**src/rtl/serial_to_parallel.sv**
```systemverilog
// Serial-to-parallel word assembler with a first-word-fall-through output FIFO.
// Bits arrive LSB first, qualified by valid_i. Each completed word is written
// to the FIFO tail on the edge that samples its last bit. A word completing
// while the FIFO is full (and no pop happens on that edge) is dropped, and a
// sticky overflow flag records the loss.
module serial_to_parallel #(
  parameter int WIDTH = 4,
  parameter int DEPTH = 4
) (
  input  logic                       clk,
  input  logic                       reset_n,
  input  logic                       serial_i,
  input  logic                       valid_i,
  input  logic                       pop_i,
  output logic [WIDTH-1:0]           parallel_o,
  output logic                       rd_valid_o,
  output logic                       empty_o,
  output logic                       full_o,
  output logic [$clog2(DEPTH):0]     count_o,
  output logic                       overflow_o
);

  // Bit counter width (at least one bit, even for WIDTH == 1).
  localparam int BCW = (WIDTH > 1) ? $clog2(WIDTH) : 1;
  // FIFO pointer width (at least one bit).
  localparam int PW  = (DEPTH > 1) ? $clog2(DEPTH) : 1;
  // Occupancy counter width: must be able to hold DEPTH itself.
  localparam int CW  = $clog2(DEPTH) + 1;

  localparam logic [BCW-1:0] LAST_BIT  = BCW'(WIDTH - 1);
  localparam logic [CW-1:0]  FULL_CNT  = CW'(DEPTH);
  localparam logic [CW-1:0]  EMPTY_CNT = CW'(0);

  // Registered state
  logic [BCW-1:0]   bit_cnt_r;
  logic [WIDTH-1:0] shift_r;
  logic [WIDTH-1:0] mem_r [DEPTH];
  logic [PW-1:0]    wr_ptr_r;
  logic [PW-1:0]    rd_ptr_r;
  logic [CW-1:0]    count_r;
  logic             overflow_r;

  // Next-state and control signals
  logic [BCW-1:0]   bit_cnt_nxt_s;
  logic [WIDTH-1:0] shift_nxt_s;
  logic [WIDTH-1:0] word_s;
  logic [PW-1:0]    wr_ptr_nxt_s;
  logic [PW-1:0]    rd_ptr_nxt_s;
  logic [CW-1:0]    count_nxt_s;
  logic             overflow_nxt_s;
  logic             is_empty_s;
  logic             is_full_s;
  logic             complete_s;
  logic             pop_s;
  logic             push_s;
  logic             drop_s;

  // Status flags come straight from the registered occupancy count, never
  // from pointer comparison, so they are always mutually consistent.
  assign is_empty_s = (count_r == EMPTY_CNT);
  assign is_full_s  = (count_r == FULL_CNT);

  // Word assembly: merge the current serial bit into its LSB-first position.
  always_comb begin
    word_s = shift_r;
    if (valid_i) begin
      word_s[bit_cnt_r] = serial_i;
    end else begin
      word_s = shift_r;
    end
  end

  // Transfer decisions for this edge: completion, pop, push and drop.
  always_comb begin
    complete_s = valid_i && (bit_cnt_r == LAST_BIT);
    pop_s      = pop_i && !is_empty_s;
    // A pop on the same edge frees the slot the completed word needs.
    push_s     = complete_s && (!is_full_s || pop_s);
    drop_s     = complete_s && is_full_s && !pop_s;
  end

  // Next bit counter and shift register; both hold while valid_i is low.
  always_comb begin
    bit_cnt_nxt_s = bit_cnt_r;
    shift_nxt_s   = shift_r;
    if (complete_s) begin
      bit_cnt_nxt_s = '0;
      shift_nxt_s   = '0;
    end else if (valid_i) begin
      bit_cnt_nxt_s = bit_cnt_r + BCW'(1);
      shift_nxt_s   = word_s;
    end else begin
      bit_cnt_nxt_s = bit_cnt_r;
      shift_nxt_s   = shift_r;
    end
  end

  // Next FIFO pointers; they wrap naturally modulo DEPTH (power of two).
  always_comb begin
    wr_ptr_nxt_s = wr_ptr_r;
    rd_ptr_nxt_s = rd_ptr_r;
    if (push_s) begin
      wr_ptr_nxt_s = wr_ptr_r + PW'(1);
    end else begin
      wr_ptr_nxt_s = wr_ptr_r;
    end
    if (pop_s) begin
      rd_ptr_nxt_s = rd_ptr_r + PW'(1);
    end else begin
      rd_ptr_nxt_s = rd_ptr_r;
    end
  end

  // Next occupancy count and sticky overflow flag.
  always_comb begin
    count_nxt_s    = count_r;
    overflow_nxt_s = overflow_r | drop_s;
    case ({push_s, pop_s})
      2'b10:   count_nxt_s = count_r + CW'(1);
      2'b01:   count_nxt_s = count_r - CW'(1);
      2'b11:   count_nxt_s = count_r;
      2'b00:   count_nxt_s = count_r;
      default: count_nxt_s = count_r;
    endcase
  end

  // Assembler and FIFO control state; async reset discards any partial word.
  always_ff @(posedge clk or negedge reset_n) begin
    if (!reset_n) begin
      bit_cnt_r  <= '0;
      shift_r    <= '0;
      wr_ptr_r   <= '0;
      rd_ptr_r   <= '0;
      count_r    <= '0;
      overflow_r <= 1'b0;
    end else begin
      bit_cnt_r  <= bit_cnt_nxt_s;
      shift_r    <= shift_nxt_s;
      wr_ptr_r   <= wr_ptr_nxt_s;
      rd_ptr_r   <= rd_ptr_nxt_s;
      count_r    <= count_nxt_s;
      overflow_r <= overflow_nxt_s;
    end
  end

  // FIFO storage: completed word lands at the tail on its completion edge.
  always_ff @(posedge clk or negedge reset_n) begin
    if (!reset_n) begin
      for (int i = 0; i < DEPTH; i++) begin
        mem_r[i] <= '0;
      end
    end else if (push_s) begin
      mem_r[wr_ptr_r] <= word_s;
    end
  end

  // First-word fall-through: head entry is visible without a read strobe,
  // and the output is forced to zero whenever nothing valid is held.
  always_comb begin
    parallel_o = '0;
    if (!is_empty_s) begin
      parallel_o = mem_r[rd_ptr_r];
    end else begin
      parallel_o = '0;
    end
  end

  assign rd_valid_o = !is_empty_s;
  assign empty_o    = is_empty_s;
  assign full_o     = is_full_s;
  assign count_o    = count_r;
  assign overflow_o = overflow_r;

endmodule

```
**config.mk**
```make
export PLATFORM = sky130hd
export DESIGN_NAME = serial_to_parallel
export DESIGN_NICKNAME = d
export VERILOG_FILES = /design/src/rtl/serial_to_parallel.sv
export SDC_FILE = /design/constraint.sdc
export NUM_CORES = 1
export LEC_CHECK = 0
export BUFFER_PORTS_ARGS = -buffer_cell sky130_fd_sc_hd__buf_4
export CORE_MARGIN = 2
export CORE_UTILIZATION = 38
export CTS_CLUSTER_SIZE = 16
export DETAILED_ROUTE_END_ITERATION = 16
export HOLD_SLACK_MARGIN = 0.15
export SLEW_MARGIN = 25
export SYNTH_ARGS = -nofsm -noshare
export SYNTH_HDL_FRONTEND = slang
export SYNTH_SLANG_ARGS = --single-unit
```
**constraint.sdc**
```tcl
create_clock -name clk -period 2.63 [get_ports clk]
set_clock_uncertainty 0.1 [all_clocks]
set_input_delay 0.526 -clock clk [delete_from_list [all_inputs] [get_ports clk]]
set_output_delay 0.526 -clock clk [all_outputs]
set_load 0.01 [all_outputs]
```
==> results of run 1 <==
[worst max-delay path, stage by stage (launching register included)]
cell	delay (ps)
dfrtp_1	560
mux4_2	550
and2_1	180
buf_4	140
[cell type report]
type                       instances  area (um^2)
inverter                          10         37.5
fill                             346         2120
sequential                        30          751
multi-input combinational         72          736
tap                               50         62.6
clock inverter                     1         5.00
timing repair buffer              19          145
clock buffer                       7         86.3
[sequential cells by signal, indices dropped and copies added, names as in the netlist]
signal	cells
mem_r	16
shift_r	4
overflow_o	1
rd_ptr_r	2
wr_ptr_r	2
bit_cnt_r	2
count_o	3
[power breakdown]
group / switching [W] / total (W) / internal [W]
Sequential: 0.000163 / 0.000802 / 0.000639
Clock: 0.000167 / 0.000378 / 0.000211
Combinational: 0.000334 / 0.000776 / 0.000441
Total: 0.000665 / 0.00196 / 0.00129
[layout by cell type, fill, tap and decap left out]
master / count
nor2_1: 4
and3_1: 1
nand2_1: 5
dlygate4sd3_1: 1
o21ai_0: 2
nand2_2: 1
nor3b_2: 4
a21o_1: 1
mux2_2: 21
xor2_1: 3
ha_1: 9
clkbuf_1: 1
mux2_1: 1
clkinv_2: 1
and2_1: 6
nor4b_4: 1
xnor2_1: 3
dfrtp_1: 30
nand3_1: 1
fa_1: 1
inv_1: 10
mux4_2: 4
buf_4: 18
or3_1: 1
clkbuf_8: 6
a22o_1: 3
[metrics by stage]
stage	power (W)	worst slack, ps	std cells
after floorplan	0.00130	404	114
after detailed placement	0.00159	360	180
final	0.00196	296	189
after CTS	0.00198	286	189
after global routing	0.00210	239	189
after global placement	0.00156	416	180
[cells by family (layout without fill, tap and decap cells)]
family                     Yosys count  in the layout  share of synthesized area [%]
DFF                                 30             30                           49.0
adders and majority gates           10             10                           8.65
and+or+nand+nor                     24             24                           11.0
muxes                               26             26                           22.0
buffers and inverters               12             37                           3.02
xor gates and xnor gates             6              6                           3.43
AOI/OAI and AO/OA                    6              6                           2.86
[path summary, 6_finish.rpt]
kind	from	endpoint	depth (start not counted)
setup / recovery	rd_ptr_r[0]	parallel_o[0]	3
hold / removal	overflow_o	overflow_o	1
setup reg to reg	count_o[1]	count_o[2]	9
hold reg to reg	overflow_o	overflow_o	1
max in group asynchronous	reset_n	mem_r[11]	2
min in group asynchronous	reset_n	overflow_o	2
[per-layer routing]
layer	wire length (um)	vias to the layer above	GRT usage, %
li1	-	438	-
met2	1350	15	20.1
met4	33	0	5.36
met3	113	4	6.33
met1	1310	437	19.8
met5	0	-	0
==> summary.md, run 1 <==
| Metric | Value |
|---|---|
| Chip width | `approximately 68 um` |
| Area share of the largest cell type after synthesis | `49.0%` |
| FF+latch count, synth | `30` |
| Initial antenna violation count | `0` |
| EDFF count, synth | `0` |
| Worst hold path type | `flop to flop` |
| Critical path capture point type | `output pin` |
| Clock Path Buffers | `2` |
| Final instance area | `1820 um^2` |
| Num rows | `23` |
| Lkg Pwr | `0.893 nW` |
| Outcome | `complete, no violations` |
| DRT iter0 DRCs | `30` |
| Max Slew Vio Count | `0` |
| Root buffer cell | `clkbuf_8` |
| R2R Setup Slk | `slightly below 500 ps` |
| Final Hold Fails | `0` |
| Clk_lat worst skew | `approximately 280 ps` |
| First-pass GRT wire length | `roughly 4700 um` |
| CTS tree | `done` |
| Drt pass-1 iters | `4` |
| # diodes | `0` |
| Worst vdd ir | `422 uV` |
| Synthesis Warnings | `0` |
| Largest cells by area after synthesis | `dfrtp_1 (49%), mux2_2 (15%), ha_1 (7.3%), mux4_2 (5.9%), nor3b_2 (3.3%)` |
| DIE AREA | `approximately 4600 um^2` |
| Initial Util | `about two fifths` |
| Worst-path clk slew | `~70 ps` |
| Gr ovfl total | `0` |
| Vias in the first global route | `946` |
| Cts repair resizes | `0` |
| MaxCap Viol Count | `0` |
| # DRC | `0` |
| Io pins | `16` |
| Synth Flop Type | `dfrtp_1` |
| Wire per inst | `roughly 15 um` |
| Slew @ Worst Pin | `419 ps` |
| Die Ht | `approximately 68 um` |
| Post-synthesis cell type count | `23` |
| Gp weighted congestion | `~0.73` |
| Sequential area share after synthesis | `49.0%` |
| Final Core Density | `a little under half` |
| Placement Cell Area | `about 1700 um^2` |
| H-tree levels | `2` |
| Most frequent cell after synthesis | `dfrtp_1` |
| Worst path arrival time | `around 1700 ps` |
| Rel. slew slack | `71.9%` |
| Leading area contributor after synthesis | `dfrtp_1` |
| Nets | `153` |
| I/O Buffers | `15` |
| Final setup fails | `0` |
| Syn Std Cell Area | `1530 um^2` |
| Share of layout cells above drive strength 1 | `a little over 40%` |
| CP Launch Type | `flop` |
| Hold WS | `between 300 and 400 ps` |
| Vias | `between 800 and 900` |
| Routed Antenna Nets | `0` |
| Area growth, synth to finish | `18.9%` |
| Ys async rst share | `100%` |
| Top cells by count, synth | `dfrtp_1 (30), mux2_2 (21), inv_1 (10), ha_1 (9), and2_1 (6)` |
| Post-Route WL | `about 2800 um` |
| CP required | `around 2000 ps` |
| Core area | `~3900 um^2` |
| Critical path class | `flop to output pin` |
| Total Neg Setup Slack | `0 ps` |
| Drt via density | `~4.7` |
| Post-CTS Setup Bufs | `0` |
| Num Clock Sinks | `30` |
| CTS buffer count | `5` |
| Synth Net Count | `roughly 130` |
| Cells after Synth | `between 100 and 150` |
| RSZ-0062 raised after global routing | `false` |
| Post-DP HPWL | `2060 um` |
| Power Density | `about 1100 nW/um^2` |
| CTS Hold Bufs | `1` |
| Fmax | `around 430 MHz` |
| Largest net degree at the start of global routing | `31` |
| Final worst path period need | `around 2300 ps` |
| Total global-route track usage | `between 10% and 20%` |
| Max FO, Critical Path | `6` |
| Syn Area/Cell | `approximately 13 um^2` |
| Final period utilization | `88.7%` |
No activity file was read; power rests on OpenSTA's default activity.
==> run 2: changes to the inputs <==
Settings changed: CAP_MARGIN set to 40, CELL_PAD_IN_SITES_DETAIL_PLACEMENT set to 0, CELL_PAD_IN_SITES_GLOBAL_PLACEMENT set to 1, MAX_ROUTING_LAYER set to met4, PLACE_DENSITY_LB_ADDON set to 0.1.
==> summary.md, run 2 (synthesized netlist as in run 1, its figures left out) <==
| Metric | Value |
|---|---|
| Outcome | `complete, no violations (unchanged)` |
| Max reg flops | `16 (unchanged)` |
| Gp weighted congestion | `0.714 (was 0.735)` |
| Die Ht | `67.5 um (unchanged)` |
| Final period utilization | `88.4% (was 88.7%)` |
| Final worst path period need | `2330 ps (about the same)` |
| Post-DP HPWL | `2090 um (was 2060 um)` |
| I/O Buffers | `15 (unchanged)` |
| Routed Antenna Nets | `0 (unchanged)` |
| Global Route met1 Usage | `19.4% (was 19.8%)` |
| Final Hold Fails | `0 (unchanged)` |
| Wire per inst | `15.0 um (was 14.8 um)` |
| Fmax | `430 MHz (was 428 MHz)` |
| Critical path capture point type | `output pin (unchanged)` |
| Post-Route WL | `2840 um (was 2800 um)` |
| Worst hold path type | `flop to flop (unchanged)` |
| Total global-route track usage | `15.8% (was 14.5%)` |
| DRT iter0 DRCs | `34 (was 30)` |
| Total power | `0.00216 W (was 0.00196 W)` |
| First-pass GRT wire length | `4830 um (was 4670 um)` |
| Register name with the most flops | `mem_r (unchanged)` |
| Slew @ Worst Pin | `440 ps (was 419 ps)` |
| Max FO, Critical Path | `6 (unchanged)` |
| Placement Cell Area | `1720 um^2 (unchanged)` |
| Final setup fails | `0 (unchanged)` |
| Grt met3 use | `3.50% (was 6.33%)` |
| Worst vdd ir | `490 uV (was 422 uV)` |
| H-tree levels | `2 (unchanged)` |
| Clock Path Buffers | `2 (unchanged)` |
| Slack of the critical path | `305 ps (was 296 ps)` |
| Core area | `3940 um^2 (unchanged)` |
| Critical path class | `flop to output pin (unchanged)` |
| Worst-path clk slew | `60 ps (was 70 ps)` |
| MaxCap Viol Count | `0 (unchanged)` |
| Share of layout cells above drive strength 1 | `41.0% (was 40.3%)` |
| DIE AREA | `4560 um^2 (unchanged)` |
| # diodes | `0 (unchanged)` |
| Root buffer cell | `clkbuf_8 (unchanged)` |
| Gr busiest metal | `met2 (unchanged)` |
| Power Density | `1150 nW/um^2 (was 1070 nW/um^2)` |
| Num Clock Sinks | `30 (unchanged)` |
| Vias | `915 (was 894)` |
| Chip width | `67.5 um (unchanged)` |
| Clk_lat worst skew | `280 ps (about the same)` |
| Drt pass-1 iters | `3 (was 4)` |
| Final instance area | `1870 um^2 (was 1820 um^2)` |
| Area growth, synth to finish | `22.3% (was 18.9%)` |
| Largest net degree at the start of global routing | `31 (unchanged)` |
| Filler Cells Inserted | `342 (was 346)` |
| Gr ovfl total | `0 (unchanged)` |
| M2 GR Usage | `24.0% (was 20.1%)` |
| Post-place setup slack | `349 ps (was 360 ps)` |
| Io pins | `16 (unchanged)` |
| Max Slew Vio Count | `0 (unchanged)` |
| # DRC | `0 (unchanged)` |
| Vias in the first global route | `1,000 (was 946)` |
| Drt via density | `4.84 (was 4.73)` |
| Nets | `153 (unchanged)` |
| Total Neg Setup Slack | `0 ps (unchanged)` |
| CTS buffer count | `5 (unchanged)` |
| Worst path arrival time | `1700 ps (was 1710 ps)` |
| CP Launch Type | `flop (unchanged)` |
| Initial antenna violation count | `0 (unchanged)` |
| Commonest non-fill, non-tap cell in the layout | `dfrtp_1 (unchanged)` |
| Most frequent cells in the layout | `dfrtp_1 (30), mux2_2 (21), buf_4 (18) (unchanged)` |
| Lkg Pwr | `0.916 nW (was 0.893 nW)` |
| Post-CTS Setup Bufs | `0 (unchanged)` |
| Initial Util | `38.9% (unchanged)` |
| Rel. slew slack | `70.5% (was 71.9%)` |
| Num rows | `23 (unchanged)` |
| CP required | `2000 ps (about the same)` |
| RSZ-0062 raised after global routing | `false (unchanged)` |
| CTS tree | `done (unchanged)` |
-- run 2: changes by cell type in the layout (fill, tap and decap cells not counted), sizes merged --
cell,change
clkinv,-1
clkbuf,-1
bufinv,+2
-- run 2: where the power goes --
| part | switching, W | total (W) | internal, W | leakage (nW) |
|---|---|---|---|---|
| clock | 0.000172 | 0.000576 | 0.000404 | 0.0714 |
| combinational | 0.000335 | 0.000780 | 0.000445 | 0.454 |
| sequential | 0.000160 | 0.000799 | 0.000639 | 0.390 |
| total | 0.000668 | 0.00216 | 0.00149 | 0.916 |
-- run 2: timing repair --
action | CTS | global route
hold buffers | 1 | 0
resized for setup | 0 | 0
endpoints found under the hold margin | 30 | 0
-- run 2: area by class of cell --
class	instances	area (um^2)	area share (%)
clock buffers	6	82.6	4.41
clock inverters	2	60.1	3.20
inverters	10	37.5	2.00
multi-input cells	72	736	39.3
flip-flops and latches	30	751	40.1
well taps	50	62.6	3.34
repair buffers	19	145	7.74
-- run 2: final timing paths --
check                             from       endpoint  slack [ps]  cells past startpoint
max in group asynchronous      reset_n       mem_r[1]        1530                      2
hold reg to reg             overflow_o     overflow_o         380                      1
min in group asynchronous      reset_n   bit_cnt_r[0]         610                      2
setup reg to reg            count_o[1]     count_o[2]         490                      9
hold / removal              overflow_o     overflow_o         380                      1
setup / recovery           rd_ptr_r[0]  parallel_o[3]         300                      3
-- run 2: critical path, stage by stage, from the launching register on --
cell and delay [ps]:
dfrtp_1 560, mux4_2 540, and2_1 180, buf_4 140
-- run 2: stage by stage --
stage | std cells | hold WS [ps] | utilization, %
6_report | 189 | 380 | 47.5
2_1_floorplan | 114 | 130 | -
3_3_place_gp | 180 | 344 | 43.7
4_1_cts | 189 | 383 | 47.5
5_1_grt | 189 | 400 | 47.5
3_5_place_dp | 180 | 360 | 43.7
-- run 2: metal layers --
layer	vias up	routed length, um	part of all wire (%)
li1	439	-	-
met1	458	1320	47
met2	11	1380	48
met3	7	69	2.4
met4	0	71	2.5
met5	-	0	0
